**src/rtl/dp_operand_streamer_if.sv**
```systemverilog
// Operand bus of dp_operand_streamer: memory read port plus engine feed.
// master = streamer side, slave = buffer/engine side.
interface dp_operand_streamer_if #(
    parameter int PIXEL_SIZE  = 10,
    parameter int WEIGHT_SIZE = 19,
    parameter int PARALLEL    = 2,
    parameter int VAL_SIZE    = 26,
    parameter int ADDR_W      = 8
);
    logic                            mem_en;
    logic [ADDR_W-1:0]               mem_addr;
    logic [PARALLEL*PIXEL_SIZE-1:0]  pix_rdata;
    logic [PARALLEL*WEIGHT_SIZE-1:0] wgt_rdata;
    logic                            dp_clear;
    logic [PARALLEL*PIXEL_SIZE-1:0]  Pixels;
    logic [PARALLEL*WEIGHT_SIZE-1:0] Weights;
    logic                            op_valid;
    logic [VAL_SIZE-1:0]             value;

    modport master (
        output mem_en, mem_addr, dp_clear, Pixels, Weights, op_valid,
        input  pix_rdata, wgt_rdata, value
    );

    modport slave (
        input  mem_en, mem_addr, dp_clear, Pixels, Weights, op_valid,
        output pix_rdata, wgt_rdata, value
    );
endinterface

```
**src/rtl/dp_operand_streamer.sv**
```systemverilog
// dp_operand_streamer: streams PIXEL_N pixel/weight pairs, PARALLEL lanes per
// beat, from a synchronous buffer into the dot-product engine, waits out the
// engine pipeline and captures its result.
// Optional feature: define DP_STREAM_ABORT_EN to add the abort input.
module dp_operand_streamer #(
    parameter int PIXEL_N      = 10,
    parameter int PIXEL_SIZE   = 10,
    parameter int WEIGHT_SIZE  = 19,
    parameter int PARALLEL     = 2,
    parameter int VAL_SIZE     = 26,
    parameter int DRAIN_CYCLES = 12,
    parameter int ADDR_W       = 8
) (
    input  logic                  clk,
    input  logic                  GlobalReset,
    input  logic                  start,
    output logic                  busy,
    dp_operand_streamer_if.master bus,
    output logic [VAL_SIZE-1:0]   result,
    output logic                  done
`ifdef DP_STREAM_ABORT_EN
    ,
    input  logic                  abort
`endif
);

    localparam int BEATS      = (PIXEL_N + PARALLEL - 1) / PARALLEL;
    localparam int LAST_LANES = PIXEL_N - (BEATS - 1) * PARALLEL;
    localparam int DRAIN_W    = $clog2(DRAIN_CYCLES + 1);

    localparam logic [ADDR_W-1:0]  LAST_BEAT  = ADDR_W'(BEATS - 1);
    localparam logic [DRAIN_W-1:0] LAST_DRAIN = DRAIN_W'(DRAIN_CYCLES - 1);

    typedef enum logic [1:0] {
        S_IDLE,
        S_RUN,
        S_DRAIN,
        S_DONE
    } state_t;

    state_t             state_q, state_d;
    logic [ADDR_W-1:0]  beat_q;
    logic [DRAIN_W-1:0] drain_q;
    logic               clear_q;
    logic               beat_valid_q;
    logic               last_q;
    logic               run;
    logic               abort_hit;

    assign run = (state_q == S_RUN);

`ifdef DP_STREAM_ABORT_EN
    assign abort_hit = abort && (state_q == S_RUN || state_q == S_DRAIN);
`else
    assign abort_hit = 1'b0;
`endif

    // State register.
    always_ff @(posedge clk) begin
        if (GlobalReset) state_q <= S_IDLE;
        else             state_q <= state_d;
    end

    // Next state and state-decoded outputs.
    // NOTE: every output of this block gets a default first, so no path can infer a latch.
    always_comb begin
        state_d    = state_q;
        busy       = (state_q != S_IDLE);
        bus.mem_en = run;
        done       = (state_q == S_DONE);
        case (state_q)
            S_IDLE:  if (start) state_d = S_RUN;
            S_RUN:   if (beat_q == LAST_BEAT) state_d = S_DRAIN;
            S_DRAIN: if (drain_q == LAST_DRAIN) state_d = S_DONE;
            S_DONE:  state_d = S_IDLE;
            default: state_d = S_IDLE;
        endcase
        if (abort_hit) state_d = S_IDLE;
    end

    // Beat/drain counters, beat qualifiers and result capture.
    // NOTE: sequential state uses non-blocking assignments so every register samples pre-edge values.
    always_ff @(posedge clk) begin
        if (GlobalReset) begin
            beat_q       <= '0;
            drain_q      <= '0;
            clear_q      <= 1'b0;
            beat_valid_q <= 1'b0;
            last_q       <= 1'b0;
            result       <= '0;
        end else begin
            clear_q      <= (state_q == S_IDLE) && start;
            beat_valid_q <= run && !abort_hit;
            last_q       <= run && (beat_q == LAST_BEAT) && !abort_hit;

            if (run && state_d == S_RUN) beat_q <= beat_q + 1'b1;
            else                         beat_q <= '0;

            if (state_q == S_DRAIN && state_d == S_DRAIN) drain_q <= drain_q + 1'b1;
            else                                           drain_q <= '0;

            if (state_q == S_DRAIN && state_d == S_DONE) result <= bus.value;
        end
    end

    assign bus.mem_addr = beat_q;
    assign bus.dp_clear = clear_q;
    assign bus.op_valid = beat_valid_q;

    // Engine feed: the buffer's output register is the beat register, so the
    // read data is only gated here; idle cycles and padding lanes of the last
    // beat carry zeros so the engine keeps accumulating zero products.
    always_comb begin
        bus.Pixels  = '0;
        bus.Weights = '0;
        if (beat_valid_q) begin
            for (int j = 0; j < PARALLEL; j++) begin
                if (!last_q || j < LAST_LANES) begin
                    bus.Pixels[j*PIXEL_SIZE +: PIXEL_SIZE]   = bus.pix_rdata[j*PIXEL_SIZE +: PIXEL_SIZE];
                    bus.Weights[j*WEIGHT_SIZE +: WEIGHT_SIZE] = bus.wgt_rdata[j*WEIGHT_SIZE +: WEIGHT_SIZE];
                end
            end
        end
    end

endmodule
```
**src/flat_wrapper.sv**
```systemverilog
// flat-port wrapper written by rule: the top's interface ports become plain ports
module dp_operand_streamer_flat 
#(
    parameter int PIXEL_N      = 10,
    parameter int PIXEL_SIZE   = 10,
    parameter int WEIGHT_SIZE  = 19,
    parameter int PARALLEL     = 2,
    parameter int VAL_SIZE     = 26,
    parameter int DRAIN_CYCLES = 12,
    parameter int ADDR_W       = 8
)
  (clk, GlobalReset, start, busy, result, done, bus_mem_en, bus_mem_addr, bus_dp_clear, bus_Pixels, bus_Weights, bus_op_valid, bus_pix_rdata, bus_wgt_rdata, bus_value);
  dp_operand_streamer_if #(.PIXEL_SIZE(PIXEL_SIZE), .WEIGHT_SIZE(WEIGHT_SIZE), .PARALLEL(PARALLEL), .VAL_SIZE(VAL_SIZE), .ADDR_W(ADDR_W)) bus_i ();
  input  logic clk;
  input  logic GlobalReset;
  input  logic start;
  output logic busy;
  output logic [VAL_SIZE-1:0] result;
  output logic done;
  output wire logic [$bits(bus_i.mem_en)-1:0] bus_mem_en;
  output wire logic [$bits(bus_i.mem_addr)-1:0] bus_mem_addr;
  output wire logic [$bits(bus_i.dp_clear)-1:0] bus_dp_clear;
  output wire logic [$bits(bus_i.Pixels)-1:0] bus_Pixels;
  output wire logic [$bits(bus_i.Weights)-1:0] bus_Weights;
  output wire logic [$bits(bus_i.op_valid)-1:0] bus_op_valid;
  input wire logic [$bits(bus_i.pix_rdata)-1:0] bus_pix_rdata;
  input wire logic [$bits(bus_i.wgt_rdata)-1:0] bus_wgt_rdata;
  input wire logic [$bits(bus_i.value)-1:0] bus_value;
  assign bus_mem_en = bus_i.mem_en;
  assign bus_mem_addr = bus_i.mem_addr;
  assign bus_dp_clear = bus_i.dp_clear;
  assign bus_Pixels = bus_i.Pixels;
  assign bus_Weights = bus_i.Weights;
  assign bus_op_valid = bus_i.op_valid;
  assign bus_i.pix_rdata = bus_pix_rdata;
  assign bus_i.wgt_rdata = bus_wgt_rdata;
  assign bus_i.value = bus_value;
  dp_operand_streamer #(.PIXEL_N(PIXEL_N), .PIXEL_SIZE(PIXEL_SIZE), .WEIGHT_SIZE(WEIGHT_SIZE), .PARALLEL(PARALLEL), .VAL_SIZE(VAL_SIZE), .DRAIN_CYCLES(DRAIN_CYCLES), .ADDR_W(ADDR_W)) u_core (.clk(clk), .GlobalReset(GlobalReset), .start(start), .busy(busy), .bus(bus_i), .result(result), .done(done));
endmodule
```
**config.mk**
```make
export PLATFORM = sky130hd
export DESIGN_NAME = dp_operand_streamer_flat
export DESIGN_NICKNAME = d
export VERILOG_FILES = /design/src/rtl/dp_operand_streamer_if.sv /design/src/rtl/dp_operand_streamer.sv /design/src/flat_wrapper.sv
export SDC_FILE = /design/constraint.sdc
export NUM_CORES = 1
export LEC_CHECK = 0
export CORE_MARGIN = 2
export CORE_UTILIZATION = 34
export CTS_CLUSTER_DIAMETER = 200
export DETAILED_ROUTE_END_ITERATION = 10
export PLACE_DENSITY = 0.87
export SKIP_LAST_GASP = 1
export SLEW_MARGIN = 0
export SYNTH_ARGS = -nofsm -noshare
export SYNTH_HDL_FRONTEND = slang
export SYNTH_SLANG_ARGS = --single-unit
```
**constraint.sdc**
```tcl
create_clock -name clk -period 2.6 [get_ports clk]
set_input_delay 0.26 -clock clk [delete_from_list [all_inputs] [get_ports clk]]
set_output_delay 0.26 -clock clk [all_outputs]
set_load 0.005 [all_outputs]
```
[After elaboration in Yosys (flattened, before gate mapping)]
Index checks and enable logic that the tools add are counted.
Word-level totals
  register bits after elaboration: 42
  input bits: 87
  output and inout bits: 97
  logic and storage cells: 32
Cells by class
  add/subtract/negate cells: 2
  equality and inequality tests: 8
  multiplexer cells: 6
  bitwise logic cells: 2
  reductions and logical operators: 8
Operator list (count)
  two-way mux 38 bit: 1
  two-way mux 20 bit: 1
  adder 8 x 1 -> 8 bit, second input constant: 1
  equality test 2 bit, second input constant: 4
  equality test 8 x 3 -> 1 bit, second input constant: 1
  one-hot mux 2 bit (4 select lines): 1
  two-way mux 2 bit: 3
  adder 4 x 1 -> 4 bit, second input constant: 1
  equality test 2 x 1 -> 1 bit, second input constant: 2
  equality test 4 bit, second input constant: 1
  logical AND 1 bit: 4
  OR reduction 2 bit: 2
  logical NOT 2 bit: 1
  inverter 1 bit: 2
  nonzero test 2 bit: 1

[Longest topological paths before layout]
  depth after elaboration: 7
  mapped depth: 6
  mapped depth without buffers: 5

[Least setup slack after synthesis]
No wires, ideal clock.
  path type: reg-to-reg
  from: register u_core.drain_q[0]
  to: register u_core.drain_q[2]
  library setup time: 0.064 ns
  arrival: 1.296 ns
  required time: 2.536 ns
  slack: 1.240 ns
  cell stages (with the launch flop): 6
  path buffers: 1
  cell sequence: dfxtp_1 -> ha_1 -> and3b_1 -> buf_6 -> or3_4 -> nor2_1
Between the ends
  word-level cells in the longest chain between the ends: 7
  elaborated cells on any way between the ends: 8
  those cells by class: 1 x add/sub; 2 x eq/ne; 2 x mux; 1 x bitwise; 2 x reduce/logical
Ends and longest elaborated chain
  from (decl): RTL line dp_operand_streamer.sv:43  | logic [DRAIN_W-1:0] drain_q;
  from (signal assigned): RTL line dp_operand_streamer.sv:99  | if (state_q == S_DRAIN && state_d == S_DRAIN) drain_q <= drain_q + 1'b1;
  equality test 4 bit: RTL line dp_operand_streamer.sv:74  | S_DRAIN: if (drain_q == LAST_DRAIN) state_d = S_DONE;
  two-way mux 2 bit: RTL line dp_operand_streamer.sv:74
  one-hot mux 2 bit (4 select lines): RTL line dp_operand_streamer.sv:71  | case (state_q)
  equality test 2 bit: RTL line dp_operand_streamer.sv:99
  logical AND 1 bit: RTL line dp_operand_streamer.sv:99
  inverter 1 bit (no source line)
  OR reduction 2 bit (no source line)
Several ways; a longest one is shown, not always the timed one.
A chain may end at the register's enable or synchronous reset.

[Worst setup path after layout]
  from: register u_core.beat_valid_q, in the netlist u_core.bus.op_valid
  to: output bus_Pixels[2]
Between the ends
  word-level cells in the longest chain between the ends: 1
Ends and longest elaborated chain
  from (decl): RTL line dp_operand_streamer.sv:45  | logic beat_valid_q;
  from (signal assigned): RTL line dp_operand_streamer.sv:93  | beat_valid_q <= run && !abort_hit;
  two-way mux 20 bit: RTL line dp_operand_streamer.sv:116  | if (beat_valid_q) begin
  to (decl): RTL line flat_wrapper.sv:23  | output wire logic [$bits(bus_i.Pixels)-1:0] bus_Pixels;
No other way between the ends.

==> flow_metrics.tcl <==
set metrics [dict create \
    cp-startpoint "u_core.bus.op_valid" \
    max_freq_ghz 0.5266 \
    r2r_cells 4 \
    critPathLaunchType "register" \
    async_flop_share_pct 0 \
    ys.warnings.count 0 \
    numCtsBuffers 5 \
    nets 519 \
    path_max_fanout 59 \
    synth_seq_cells 42 \
    drt-total-wl_mm 7.111 \
    synthTopCellsByArea "dfxtp_1, and2_1, nand3_1" \
    fin_worst_skew_ns 0.007295 \
    grt_pass1_vias 2149 \
    synth_top_area_share_pct 41.30 \
    crit_path_end "bus_Pixels[2]" \
    postCtsSetupBuffers 0 \
    grt_max_degree 60 \
    finalInstanceArea_sq_mm 0.004010 \
    worstSkewPairLatency_ns 0.28 \
    arrival_ns 1.64 \
    synth_flop_cell "dfxtp_1" \
    place_hpwl_mm 5.676 \
    rows 28 \
    first_pass_iters 4 \
    gp_congestion 0.8311 \
    setup_viol 0 \
    cts_num_sinks 42 \
    clockBufferDepth 2 \
    drt_iter0_markers 39 \
    critical_path_class "register to output port" \
    cts_root_buf "clkbuf_8" \
    hold_class "register to register" \
    max-cap-violations 0 \
    ant_nets 0 \
    final.period_utilization_pct 73.04 \
    synthCells 255 \
    hold_buffers 0 \
    grt_usage_pct 20.03 \
    antenna_found_initial 0 \
    register_area_sq_um 840.8 \
    wl_per_cell_um 14.08 \
    htreeDepth 2 \
    place_area_sq_mm 0.003904 \
    leakagePower_nw 1.410 \
    period_minus_slack_ns 1.899 \
    yosysTopAreaCell "dfxtp_1" \
    r2r_start "u_core.drain_q[0]" \
    synth-edff-count 0 \
    r2r_setup_slack_ns 0.83 \
    hold_viol_final 0 \
    num_vias 2424 \
    timing.final.ws_setup_ns 0.7010 \
    die_h_um 81.38 \
    pin_count 184 \
    worst-slew-pin-transition_ns 0.8263 \
    status "complete, no violations" \
    fillCellCount 502 \
    synth_nets 345 \
    die_w_um 81.38 \
    drive_gt1_share_pct 3.023 \
    cts_resized 0 \
    multiInputGateArea_sq_mm 0.001089 \
    synth_seq_area_share_pct 41.30 \
    whs_ns 0.4439 \
    timing.rr.end "u_core.result[18]" \
    relSlewSlack_pct 44.75 \
    cts_tree "yes" \
    rsz0062_at_grt "false" \
    numPortBuffers 183 \
    critPathCaptureType "output port" \
    synth_cell_types 30 \
    synth_commonest_cells "and2_1, dfxtp_1, nand3_1" \
    ir_drop_mv 0.3280 \
    grt_pass1_wl_mm 10.34 \
    post-place-ws_ns 0.8161 \
    synth.cell_area_sq_mm 0.002036 \
    finalMaxSlewViolations 0 \
    vias_per_cell 4.800 \
    antenna_cells 0 \
    synth_most_common_cell "and2_1" \
    syn_avg_cell_area_sq_um 7.983 \
    grt-ovfl-total 0 \
    dieArea_sq_mm 0.006623 \
    fp.coreArea_sq_mm 0.005851 \
    drc_errors 0 \
    area_delta_synth_final_pct 96.99 \
    setup_tns_ns 0 \
    powerDensity_mw_per_mm2 360.6 \
    initial_core_util_pct 34.79 \
    worst-endpoint-required_ns 2.34 \
    clk_pin_slew_ns 0.08 \
]
## worst max-delay path, cell delays in order (launching register included)
cell and delay, ns:
dfxtp_1 0.31, buf_4 0.33, and2_1 0.18, clkdlybuf4s50_1 0.52
## per-stage QoR
step	power (mW)	util, %	cells
2_1_floorplan	0.7354	-	255
3_3_place_gp	0.9618	66.72	497
3_5_place_dp	0.9676	66.72	497
4_1_cts	1.458	68.54	505
5_1_grt	1.505	68.54	505
6_report	1.446	68.54	505
## registers in the layout (all words and copies together), names as in the netlist
signal	flops
u_core.drain_q	4
u_core.bus.op_valid	1
u_core.bus.mem_addr	8
u_core.state_q	2
u_core.result	26
u_core.bus.dp_clear	1
## placed cells by master (no fill, tap or decap), drive strengths merged, types with 2 or more instances in the layout
master / synthesis / layout
clkbuf: 14 / 7
dfxtp: 42 / 42
nor2b: 2 / 2
inv: 5 / 5
o21ai: 30 / 30
a21oi: 30 / 30
buf: 6 / 4
clkdlybuf4s50: 0 / 183
ha: 3 / 3
or3: 4 / 4
nor3b: 2 / 2
xnor2: 2 / 2
nand2: 3 / 3
and2: 59 / 59
xor2: 2 / 2
nor2: 9 / 9
nand3: 31 / 31
## layout make-up
type / count / area share (%)
flip-flops and latches: 42 / 20.97
multi-input cells: 188 / 27.14
clock inverters: 1 / 0.7488
inverters: 5 / 0.4680
clock buffers: 7 / 1.903
repair buffers: 187 / 46.43
well taps: 75 / 2.340
## power by group
part	switching (mW)	internal, mW	leakage [nW]
logic	0.0793	0.217	1.02
clock network	0.208	0.287	0.0524
registers	0.00609	0.648	0.339
total	0.293	1.15	1.41
## per-layer routing
layer  global-route usage (%)  part of all wire [%]  vias up
met1                    21.58                    35     1086
met4                    8.305                   2.2        0
met2                    36.48                    52      120
met5                        0                     0        -
met3                    5.556                    11       13
li1                         -                     -     1205
## worst min-delay path by stage
| stage | start | to | cells past startpoint |
|---|---|---|---|
| detailed placement | u_core.drain_q[0] | u_core.drain_q[0] | 1 |
| CTS | u_core.drain_q[0] | u_core.drain_q[0] | 1 |
| global route | u_core.drain_q[0] | u_core.drain_q[0] | 1 |
| finish | u_core.drain_q[0] | u_core.drain_q[0] | 1 |
| floorplan | bus_value[0] | u_core.result[0] | 2 |
| global placement | u_core.drain_q[0] | u_core.drain_q[0] | 1 |
## cells by family (layout without fill, tap and decap cells)
group,Yosys count,after routing,share of synthesized area [%]
AO/OA/AOI/OAI,63,63,15.92
XOR/XNOR,4,4,1.721
adder cells (fa/ha/maj),3,3,1.844
buffers and inverters,25,200,5.347
flip-flops,42,42,41.30
multiplexers,1,1,0.4917
AND/OR/NAND/NOR,117,117,33.37
No activity file was read; power rests on OpenSTA's default activity.
==> edit: new RTL, same flow settings <==
`DRAIN_CYCLES` is set to 12 in 2 places; all go to 6.
--- a/src/rtl/dp_operand_streamer.sv
+++ b/src/rtl/dp_operand_streamer.sv
@@ -8,7 +8,7 @@
     parameter int WEIGHT_SIZE  = 19,
     parameter int PARALLEL     = 2,
     parameter int VAL_SIZE     = 26,
-    parameter int DRAIN_CYCLES = 12,
+    parameter int DRAIN_CYCLES = 6,
     parameter int ADDR_W       = 8
 ) (
     input  logic                  clk,
--- a/src/flat_wrapper.sv
+++ b/src/flat_wrapper.sv
@@ -6,7 +6,7 @@
     parameter int WEIGHT_SIZE  = 19,
     parameter int PARALLEL     = 2,
     parameter int VAL_SIZE     = 26,
-    parameter int DRAIN_CYCLES = 12,
+    parameter int DRAIN_CYCLES = 6,
     parameter int ADDR_W       = 8
 )
   (clk, GlobalReset, start, busy, result, done, bus_mem_en, bus_mem_addr, bus_dp_clear, bus_Pixels, bus_Weights, bus_op_valid, bus_pix_rdata, bus_wgt_rdata, bus_value);
Check against the original RTL: same outputs for any inputs over 10 cycles, from zero or initial values and one cycle with GlobalReset high; that may be too few to reach the edited logic, so the function may still have changed.
==> edit against the unedited design <==
- highest routed layer unchanged
- total power down 4.2%
- count of clock-buffer cells in the layout decreased by 2
- largest cell class unchanged
- sequential cell count down 1
- fmax shrank 2.2%
- sequential power is 3% lower
- cell area down 2.3%
- clock skew increased by 0.0023 ns
- routed wire length decreased by 3.6%
- non-clock buffer count unchanged
- synthesized area is 5.7% lower
- worst setup slack worse by 0.042 ns
==> edit: results (changes against the unedited design) <==
- P_leak: 1.41 nW (about the same)
- Ranking of synthesized cells by area: dfxtp_1 43%, and2_1 19%, nand2_1 11% (was dfxtp_1 41%, and2_1 18%, nand3_1 7.6%)
- Inverters, non-clock: 5 (unchanged)
- Maximum VDD drop: 0.224 mV (was 0.328 mV)
- First-pass GRT wire length: 10400 um (was 10300 um)
- CP Capture Point: bus_Weights[27] (was bus_Pixels[2])
- CP arrival: 1.68 ns (was 1.64 ns)
- Worst R2R End: u_core.bus.mem_addr[3] (was u_core.result[18])
- Combinational Power Share: 18.9% (was 20.5%)
- Multi-input gate area: 1020 um2 (was 1090 um2)
- Sequential share of cell area: 21.0% (about the same)
- Drt pass-1 iters: 5 (was 4)
- Reg2reg setup slack: 1.02 ns (was 0.83 ns)
- Least-Margin Pin Slew: 0.389 ns (was 0.826 ns)
- Mapped Nets: 337 (was 345)
- Sequential area share after synthesis: 42.8% (was 41.3%)
- Reg-to-Reg Start: u_core.bus.mem_addr[0] (was u_core.drain_q[0])
- Final sequential cell count: 41 (was 42)
- Hpwl dp: 5350 um (was 5680 um)
- Status: complete, no violations (unchanged)
- Comb_multi_in: 186 (was 188)
- Post-synth top cells: 59 x and2_1, 54 x nand2_1, 41 x dfxtp_1 (was 59 x and2_1, 42 x dfxtp_1, 31 x nand3_1)
- Final #Nets: 517 (was 519)
- Gpl congestion: 0.745 (was 0.831)
- Clock Latency Late Sink: 0.30 ns (was 0.28 ns)
- GRT Total Usage: 21.4% (was 20.0%)
- Starting DRC count in detailed routing: 99 (was 39)
- Power in sequential cells: 635 uW (was 654 uW)
- ClkCell Share: 2.65% (about the same)
- Reg2reg path depth: 5 (was 4)
- Layout cells sized above 1: 3.52% (was 3.02%)
- Drt wl/cell: 13.8 um (was 14.1 um)
- Fillcell total: 434 (was 502)
- Setup Skew: 0.00960 ns (was 0.00730 ns)
- Max reg flops: 26 (unchanged)
## edit: changes by cell type in the layout (fill, tap and decap cells not counted), sizes merged, moves of 2 or more
cell / before / now
o21ai: 30 / 4
nor2b: 2 / 0
nor2: 9 / 11
nand2: 3 / 54
nand3: 31 / 3
clkbuf: 7 / 5
## edit: worst min path at each step
stage,start,end,cells past startpoint,slack [ns]
floorplan,GlobalReset,u_core.bus.op_valid,1,0.36
detailed placement,u_core.result[21],u_core.result[21],2,0.45
global placement,u_core.drain_q[0],u_core.drain_q[0],1,0.43
global route,u_core.drain_q[0],u_core.drain_q[0],1,0.48
CTS,u_core.drain_q[0],u_core.drain_q[0],1,0.46
finish,u_core.drain_q[0],u_core.drain_q[0],1,0.45
## edit: kinds of logic after synthesis
family | Yosys count | share of synthesized area [%]
and+or+nand+nor | 141 | 38.2
DFF | 41 | 42.8
AOI/OAI and AO/OA | 37 | 10.5
buffers and inverters | 19 | 4.04
adders and majority gates | 4 | 2.61
xor gates and xnor gates | 3 | 1.37
muxes | 1 | 0.522
## edit: routing by layer
layer / part of all wire, % / up-vias / track usage (%)
met5: 0 / - / 0
met4: 0.70 / 0 / 6.55
met3: 7.8 / 6 / 7.50
met2: 52 / 87 / 39.8
met1: 40 / 994 / 22.3
li1: - / 1142 / -
## edit: worst register-to-register path: stages (launching register included)
cell	delay (ns)
dfxtp_1	0.35
inv_1	0.07
ha_1	0.13
or4b_4	0.48
o21ai_2	0.35
nor2_1	0.09
## edit: per-stage QoR
step                      area [um2]  setup WS [ns]  power, mW  utilization (%)  cells
final                           3920          0.659       1.39             71.6    498
after global routing            3920          0.526       1.45             71.6    498
after CTS                       3920          0.625       1.40             71.6    498
after detailed placement        3810          0.955      0.912             69.7    491
after global placement          3810          0.960      0.908             69.7    491
after floorplan                 1920           1.16      0.704                -    246
